`src/rtl/seq_left_shifter_pkg.sv`:
```
// Shared definitions for the iterative left shifter: word and shift-amount
// widths plus the controller state encoding.
package seq_left_shifter_pkg;

    localparam int WORD_W  = 32;
    localparam int SHAMT_W = 5;

    // Controller states: waiting, shifting one bit per clock, completion pulse.
    typedef enum logic [1:0] {
        IDLE  = 2'd0,
        SHIFT = 2'd1,
        DONE  = 2'd2
    } state_t;

    // True when the requested amount cannot fit in the counter, meaning every
    // bit of the operand would be shifted out.
    function automatic logic shamt_overflow(input logic [WORD_W-1:0] amount);
        return |amount[WORD_W-1:SHAMT_W];
    endfunction

endpackage

```
`src/rtl/seq_left_shifter.sv`:
```
// Iterative logical left shifter. One bit per clock, zero fill from bit 0.
// The working register doubles as the result output so the final value is
// held in IDLE until the next accepted start.
module seq_left_shifter
    import seq_left_shifter_pkg::*;
(
    input  logic              clk,
    input  logic              rst,
    input  logic              start,
    input  logic [WORD_W-1:0] a,
    input  logic [WORD_W-1:0] b,
    output logic              busy,
    output logic              done,
    output logic [WORD_W-1:0] result,
    output logic              carry_out
);

    state_t               state;
    logic [WORD_W-1:0]    work;
    logic [SHAMT_W-1:0]   count;

    assign result = work;

    // Controller, datapath and registered status flags in one process so the
    // busy/done flags always change on the same edge as the state they mirror.
    // A start is honoured in IDLE and DONE; in SHIFT it is simply not looked at.
    always_ff @(posedge clk or posedge rst) begin
        if (rst) begin
            state     <= IDLE;
            work      <= '0;
            count     <= '0;
            carry_out <= 1'b0;
            busy      <= 1'b0;
            done      <= 1'b0;
        end else begin
            case (state)
                IDLE, DONE: begin
                    if (start) begin
                        count     <= b[SHAMT_W-1:0];
                        carry_out <= 1'b0;
                        if (shamt_overflow(b)) begin
                            work  <= '0;
                            state <= DONE;
                            busy  <= 1'b0;
                            done  <= 1'b1;
                        end else if (b[SHAMT_W-1:0] == '0) begin
                            work  <= a;
                            state <= DONE;
                            busy  <= 1'b0;
                            done  <= 1'b1;
                        end else begin
                            work  <= a;
                            state <= SHIFT;
                            busy  <= 1'b1;
                            done  <= 1'b0;
                        end
                    end else begin
                        state <= IDLE;
                        busy  <= 1'b0;
                        done  <= 1'b0;
                    end
                end

                SHIFT: begin
                    work      <= {work[WORD_W-2:0], 1'b0};
                    carry_out <= work[WORD_W-1];
                    count     <= count - 1'b1;
                    if (count == SHAMT_W'(1)) begin
                        state <= DONE;
                        busy  <= 1'b0;
                        done  <= 1'b1;
                    end
                end

                default: begin
                    state <= IDLE;
                    busy  <= 1'b0;
                    done  <= 1'b0;
                end
            endcase
        end
    end

endmodule

```
`config.mk`:
```
export PLATFORM = sky130hd
export DESIGN_NAME = seq_left_shifter
export DESIGN_NICKNAME = d
export VERILOG_FILES = /design/src/rtl/seq_left_shifter_pkg.sv /design/src/rtl/seq_left_shifter.sv
export SDC_FILE = /design/constraint.sdc
export NUM_CORES = 1
export LEC_CHECK = 0
export CAP_MARGIN = 25
export CORE_AREA = 10 10 83 85
export CTS_BUF_LIST = sky130_fd_sc_hd__clkbuf_8 sky130_fd_sc_hd__clkbuf_16
export CTS_CLUSTER_DIAMETER = 120
export DETAILED_ROUTE_END_ITERATION = 10
export DIE_AREA = 0 0 93 95
export PLACE_DENSITY = 0.76
export SLEW_MARGIN = 15
export SYNTH_ARGS = -nofsm -noshare
export SYNTH_HDL_FRONTEND = slang
export SYNTH_SLANG_ARGS = --single-unit
export TNS_END_PERCENT = 30
```
`constraint.sdc`:
```
create_clock -name clk -period 1.5 [get_ports clk]
set_input_delay 0.3 -clock clk [delete_from_list [all_inputs] [get_ports clk]]
set_output_delay 0.3 -clock clk [all_outputs]
set_load 0.02 [all_outputs]
```
==> metrics.md, run 1 <==
| Metric | Value |
|---|---|
| Comb power frac | `between 10% and 20%` |
| Violated checks | `setup timing` |
| Initial antenna violation count | `0` |
| Reg2reg end | `state[1]` |
| Clock power share | `roughly a third` |
| Drt via density | `~5` |
| Design Area, Final | `3525 um2` |
| Post-synthesis average cell area | `approximately 10 um2` |
| # H-tree levels | `2` |
| Post-route ant nets | `0` |
| Mapped Nets | `270` |
| CP top delay family | `buffers and inverters` |
| Die width | `93 um` |
| Port buffer count | `101` |
| Final worst path period need | `1.509 ns` |
| Status | `finished with violations` |
| Multi-input logic area | `875.8 um2` |
| Synth unique cells | `31` |
| Critical path class | `in2reg` |
| FF-to-FF Start | `count[1]` |
| R2R depth | `5` |
| Tot GR Track Use | `between 10% and 20%` |
| Wirelength per Cell | `roughly 18 um` |
| Synth Warn # | `0` |
| Final slew viol count | `0` |
| Placer Congestion | `just over 0.8` |
| Sequential area share after synthesis | `about 52%` |
| Critical path startpoint category | `input pin` |
| Met3 usage | `between 6 and 7%` |
| Total number of vias | `1,963` |
| Cell Int Power | `between 0.0015 and 0.002 W` |
| Clock-pin slew on the worst setup and hold paths | `roughly 0.080 ns` |
| Grt met1 use | `between 15 and 20%` |
| CTS max path bufs | `2` |
| Later-pin clock latency in the skew report | `between 0.2 and 0.3 ns` |
| Max FO, Critical Path | `6` |
| Slew margin rel. | `between 80 and 90%` |
| Worst vdd ir | `between 0.0004 and 0.0005 V` |
| Crit share post-route | `100.6%` |
| Endpoints failing setup | `4` |
| Worst hold-check path type | `in2async` |
| Global-route wire length before repair | `about 10 mm` |
| Worst setup margin | `-0.008818 ns` |
| Critical Path RT | `about 1.7 ns` |
| Clock sink count | `42` |
| Congestion Overflow GR | `0` |
| Sequential Power Share | `~50%` |
| Busiest grt layer | `met2` |
| Vias in the first global route | `between 2k and 2.5k` |
| Critical path's largest stage delay | `between 0.4 and 0.5 ns` |
| Die height | `about 95 um` |
| FP Rows | `27` |
| Sw Share | `about a quarter` |
| Filler cell count | `between 400 and 500` |
| Placement Setup Slack | `-0.4174 ns` |
| Slew @ Worst Pin | `around 0.28 ns` |
| Clock Skews | `0.004058 ns` |
| # DRC | `0` |
| FMAX | `662.8 MHz` |
| Mapped cell area | `~2000 um2` |
| CP max-delay cell | `clkdlybuf4s50_1` |
| Crit path DAT | `~1.7 ns` |
| Main area contributors after synthesis | `dfrtp_1, a22oi_1, inv_1, o21ai_1, nor4_1` |
| Sw Pwr | `0.0005486 W` |
| Fraction of layout cells with a size suffix above 1 | `between 10% and 20%` |
| Core ar. | `around 5300 um2` |
| Largest net degree at the start of global routing | `43` |
| CTS root buf | `clkbuf_8` |
| Post-Route WL | `around 7 mm` |
| DRT iter0 DRCs | `between 50 and 60` |
| Cell Chain, Critical Path | `clkdlybuf4s50_1, nor4_2, and4_4, nand3_4, clkbuf_16, o21ai_2` |
| Commonest non-fill, non-tap cell in the layout | `clkdlybuf4s50_1` |
| Reg2Reg Setup Slack | `approximately 0.08 ns` |
| NumNets Final | `around 390` |
| Setup crit end kind | `flop` |
| Critical path buffer and inverter count | `2` |
| IO Count | `slightly above 100` |
| Router iterations before antenna repair | `6` |
| Antenna diode count | `0` |
| Area delta synth->final | `74.64%` |
| Cts bufs inserted | `5` |
| Detail Placement HPWL | `roughly 4.8 mm` |
| Unrepaired setup endpoints after global routing | `yes` |
| DP Area | `3208 um2` |
| Sequential cell area | `around 1100 um2` |
| Final hold vios | `0` |
| P_leak | `roughly 1.9 nW` |
| Mapped Cells | `between 200 and 250` |
| Synthesized flop and latch total | `42` |
| Area share of the largest cell type after synthesis | `~52%` |
| Initial Utilization | `a little under two fifths` |
| GR Util met2 | `24.42%` |
| Total power | `~0.0023 W` |
| Max cap viols | `0` |
| CTS tree | `yes` |
| Cell accounting for the most synthesized area | `dfrtp_1` |
| Most frequent cells in the layout | `clkdlybuf4s50_1, dfrtp_1, dlygate4sd2_1` |
| Power Dens Cells | `642.6 nW/um2` |
| Die Area | `8835 um2` |
## power by group through the flow
stage          Sequential (W)  Combinational (W)  Clock [W]
2_1_floorplan         0.00118          0.0000893          0
3_3_place_gp          0.00118           0.000316          0
3_5_place_dp          0.00118           0.000320          0
4_1_cts               0.00116           0.000322   0.000777
5_1_grt               0.00117           0.000359   0.000839
6_report              0.00116           0.000330   0.000772
## worst max-delay path by stage
stage	from	end	cells past startpoint
CTS	b[20]	result[23]	6
finish	b[16]	result[25]	6
detailed placement	b[17]	done	5
global route	b[16]	result[25]	6
floorplan	b[24]	state[1]	4
global placement	b[19]	state[1]	5
## flip-flops by register name, summed over array words and instances (netlist names)
signal,count
result,32
count,5
state,2
busy,1
carry_out,1
done,1
## worst min-delay path: stages
cell	delay [ns]
clkdlybuf4s50_1	0.41
inv_2	0.07
buf_12	0.23
## layer usage
metal	wire, um	up-vias
met5	0	-
li1	-	944
met2	3769	66
met3	502	11
met4	110	0
met1	2631	942
## area by class of cell
cell class,count,share of cell area [%]
Timing Repair Buffer,119,36.24
Sequential cell,42,29.82
Multi-Input combinational cell,113,24.85
Inverter,36,3.834
Tap cell,72,2.556
Clock buffer,6,2.343
Clock inverter,2,0.3550
## cell families after synthesis
logic type      after synthesis  share of synthesized area, %
compound gates               78                         25.23
buf+inv                      46                         10.23
flops                        42                         52.08
simple gates                 33                         11.22
fa+ha+maj                     2                         1.240
## synthesized netlist by cell type
cell type,n
nor2_2,2
o21ai_0,7
buf_2,6
o41a_1,1
a22oi_1,32
o211ai_1,1
and4_1,1
nor2_1,4
nor4_1,6
inv_1,36
a22o_1,1
buf_6,3
nor3_1,3
a311oi_1,1
ha_1,2
nand2b_1,4
nor2b_4,2
o21ai_2,3
and3_2,1
a21oi_1,2
or4_4,1
o41ai_1,1
nand2_1,6
o21ai_1,27
buf_4,1
dfrtp_1,42
nand3_4,1
nor3_2,1
nor4bb_2,1
o32ai_1,1
o221ai_1,1
## metrics by stage
step	setup TNS (ns)	utilization, %	instances	hold slack (ns)
6_report	-0.02159	66.03	390	0.3372
5_1_grt	-2.675	66.03	390	0.3737
4_1_cts	0	61.39	385	0.3448
3_5_place_dp	-12.16	60.10	377	0.4776
3_3_place_gp	-8.937	60.10	377	0.4625
2_1_floorplan	0	-	201	0.4226
## timing repair
item | CTS | global route
endpoints found under the hold margin | 0 | 0
hold buffers | 0 | 0
setup buffers | 0 | 1
resized for setup | 42 | 45
pin swaps | 2 | 11
gates cloned | 0 | 4
endpoints found under the setup margin | 71 | 37
Note: power is estimated with default switching activity, not from simulation.
==> run 2, diff against run 1 <==
--- a/config.mk
+++ b/config.mk
@@ -11,9 +11,10 @@
 export CTS_CLUSTER_DIAMETER = 120
 export DETAILED_ROUTE_END_ITERATION = 10
 export DIE_AREA = 0 0 93 95
+export GPL_TIMING_DRIVEN = 0
 export PLACE_DENSITY = 0.76
+export SKIP_LAST_GASP = 1
 export SLEW_MARGIN = 15
 export SYNTH_ARGS = -nofsm -noshare
 export SYNTH_HDL_FRONTEND = slang
 export SYNTH_SLANG_ARGS = --single-unit
-export TNS_END_PERCENT = 30
==> metrics.md, run 2 (synthesis results as in run 1) <==
| Metric | Value |
|---|---|
| Status | `finished with violations (unchanged)` |
| Violated checks | `setup timing (unchanged)` |
| Commonest non-fill, non-tap cell in the layout | `clkdlybuf4s50_1 (unchanged)` |
| FP Rows | `27 (unchanged)` |
| DRT iter0 DRCs | `106 (was 51)` |
| Critical path buffer and inverter count | `2 (unchanged)` |
| FF-to-FF Start | `count[1] (unchanged)` |
| Slew @ Worst Pin | `0.3146 ns (was 0.2752 ns)` |
| Unrepaired setup endpoints after global routing | `yes (unchanged)` |
| Worst setup margin | `-0.06760 ns (was -0.008818 ns)` |
| Antenna diode count | `0 (unchanged)` |
| CP top delay family | `simple AND/OR/NAND/NOR gates (was buffers and inverters)` |
| Final slew viol count | `0 (unchanged)` |
| Placer Congestion | `0.8480 (was 0.8158)` |
| Power Dens Cells | `635.7 nW/um2 (was 642.6 nW/um2)` |
| CTS max path bufs | `2 (unchanged)` |
| FMAX | `637.9 MHz (was 662.8 MHz)` |
| Slew margin rel. | `78.80% (was 81.45%)` |
| Area delta synth->final | `71.98% (was 74.64%)` |
| Later-pin clock latency in the skew report | `0.30 ns (was 0.29 ns)` |
| Max cap viols | `0 (unchanged)` |
| Critical path class | `in2reg (unchanged)` |
| # DRC | `0 (unchanged)` |
| Crit path from | `b[6] (was b[16])` |
| Endpoints failing setup | `32 (was 4)` |
| Tot GR Track Use | `14.81% (was 14.21%)` |
| IO Count | `102 (unchanged)` |
| Largest register FFs | `32 (unchanged)` |
| Die height | `95 um (unchanged)` |
| Critical Path RT | `1.73 ns (about the same)` |
| Vias in the first global route | `2,032 (was 2,019)` |
| Fraction of layout cells with a size suffix above 1 | `19.88% (was 19.18%)` |
| Initial antenna violation count | `0 (unchanged)` |
| Setup TNS Final | `-0.9022 ns (was -0.02159 ns)` |
| Cts bufs inserted | `5 (unchanged)` |
| Worst hold-check path type | `in2async (unchanged)` |
| Die width | `93 um (unchanged)` |
| Most frequent cells in the layout | `clkdlybuf4s50_1, dfrtp_1, dlygate4sd2_1 (unchanged)` |
| Post-route ant nets | `0 (unchanged)` |
| Setup crit end kind | `flop (unchanged)` |
| CTS root buf | `clkbuf_8 (unchanged)` |
| Critical path startpoint category | `input pin (unchanged)` |
| Clock-pin slew on the worst setup and hold paths | `0.08 ns (about the same)` |
| Final hold vios | `0 (unchanged)` |
| Core ar. | `5338 um2 (unchanged)` |
| Detail Placement HPWL | `4.980 mm (was 4.798 mm)` |
| Utilization after layout | `65.03% (was 66.03%)` |
| Crit share post-route | `104.5% (was 100.6%)` |
| Post-Route WL | `6.980 mm (was 7.013 mm)` |
| Filler cell count | `473 (was 470)` |
| Congestion Overflow GR | `0 (unchanged)` |
| Wirelength per Cell | `17.72 um (was 17.98 um)` |
| Router iterations before antenna repair | `4 (was 6)` |
| Crit path DAT | `1.80 ns (was 1.74 ns)` |
| Largest net degree at the start of global routing | `33 (was 43)` |
| Reg2Reg Setup Slack | `0.09 ns (was 0.08 ns)` |
| CTS tree | `yes (unchanged)` |
| Reg2reg end | `busy (was state[1])` |
| P_leak | `1.841 nW (was 1.884 nW)` |
| Hold-fix buffers, CTS | `0 (unchanged)` |
| Port buffer count | `101 (unchanged)` |
| Initial Utilization | `37.81% (unchanged)` |
| # H-tree levels | `2 (unchanged)` |
| Cell Chain, Critical Path | `clkdlybuf4s50_1, nor4_2, and4_4, nand3_4, clkbuf_16, o21ai_2 (unchanged)` |
| Clock Skews | `0.008096 ns (was 0.004058 ns)` |
| Drt via density | `5.061 (was 5.033)` |
| Final worst path period need | `1.568 ns (was 1.509 ns)` |
| Max FO, Critical Path | `6 (unchanged)` |
| Total number of vias | `1,994 (was 1,963)` |
| Clock sink count | `42 (unchanged)` |
| Die Area | `8835 um2 (unchanged)` |
| Worst vdd ir | `0.0004796 V (was 0.0004670 V)` |
| CP max-delay cell | `clkdlybuf4s50_1 (unchanged)` |
| Global-route wire length before repair | `10.34 mm (was 10.15 mm)` |
| R2R depth | `6 (was 5)` |
| NumNets Final | `390 (was 386)` |
| Critical path's largest stage delay | `0.46 ns (was 0.44 ns)` |
run 2: layout make-up:
cell class	count	area (um2)	share of cell area (%)
Buffer	10	83.83	2.415
Sequential cell	42	1051	30.28
Tap cell	72	90.09	2.596
Clock inverter	3	17.52	0.5047
Multi-Input combinational cell	114	885.9	25.52
Inverter	36	135.1	3.893
Clock buffer	5	68.82	1.983
Timing Repair Buffer	112	1139	32.80
run 2: where the power goes:
group | internal [W] | switching (W) | leakage [nW]
logic | 0.000190 | 0.000127 | 1.22
registers | 0.00115 | 0.0000175 | 0.571
clock network | 0.000322 | 0.000403 | 0.0493
run 2: worst max-delay path by stage:
| stage | depth (start not counted) | to | slack (ns) |
|---|---|---|---|
| CTS | 6 | result[26] | -0.01 |
| finish | 6 | result[0] | -0.07 |
| global placement | 2 | result[3] | -0.69 |
| floorplan | 4 | state[1] | 0.21 |
| detailed placement | 5 | state[1] | -0.39 |
| global route | 5 | state[1] | -0.12 |
run 2: what timing repair did:
item	CTS	global route
buffers inserted	0	7
pin swaps	2	13
endpoints found under the setup margin	67	34
gates resized for setup	43	43
gates cloned	1	3
run 2: routing by layer:
layer,GRT usage (%),vias to the layer above,part of all wire (%)
met3,6.582,13,7.3
met5,0,-,0
li1,-,958,-
met4,3.470,0,1.8
met2,26.05,60,52
met1,16.05,963,39
run 2: metrics by stage:
| stage | hold slack [ns] | setup slack, ns | cell area (um2) | cells | power (W) |
|---|---|---|---|---|---|
| floorplan | 0.4226 | 0.2105 | 2018 | 201 | 0.001272 |
| global placement | 0.4748 | -0.6888 | 3119 | 374 | 0.001473 |
| detailed placement | 0.4943 | -0.3886 | 3139 | 375 | 0.001486 |
| CTS | 0.2515 | -0.01140 | 3213 | 384 | 0.002212 |
| global route | 0.2711 | -0.1235 | 3471 | 394 | 0.002308 |
| finish | 0.2558 | -0.06760 | 3471 | 394 | 0.002206 |
run 2: worst reg2reg max path: cells and delay by family, from the launching register on:
kind / cells / cell delay (ns)
AND/OR/NAND/NOR: 1 / 0.08
buffers and inverters: 2 / 0.16
flip-flops: 1 / 0.38
adder cells (fa/ha/maj): 1 / 0.15
AO/OA/AOI/OAI: 2 / 0.53
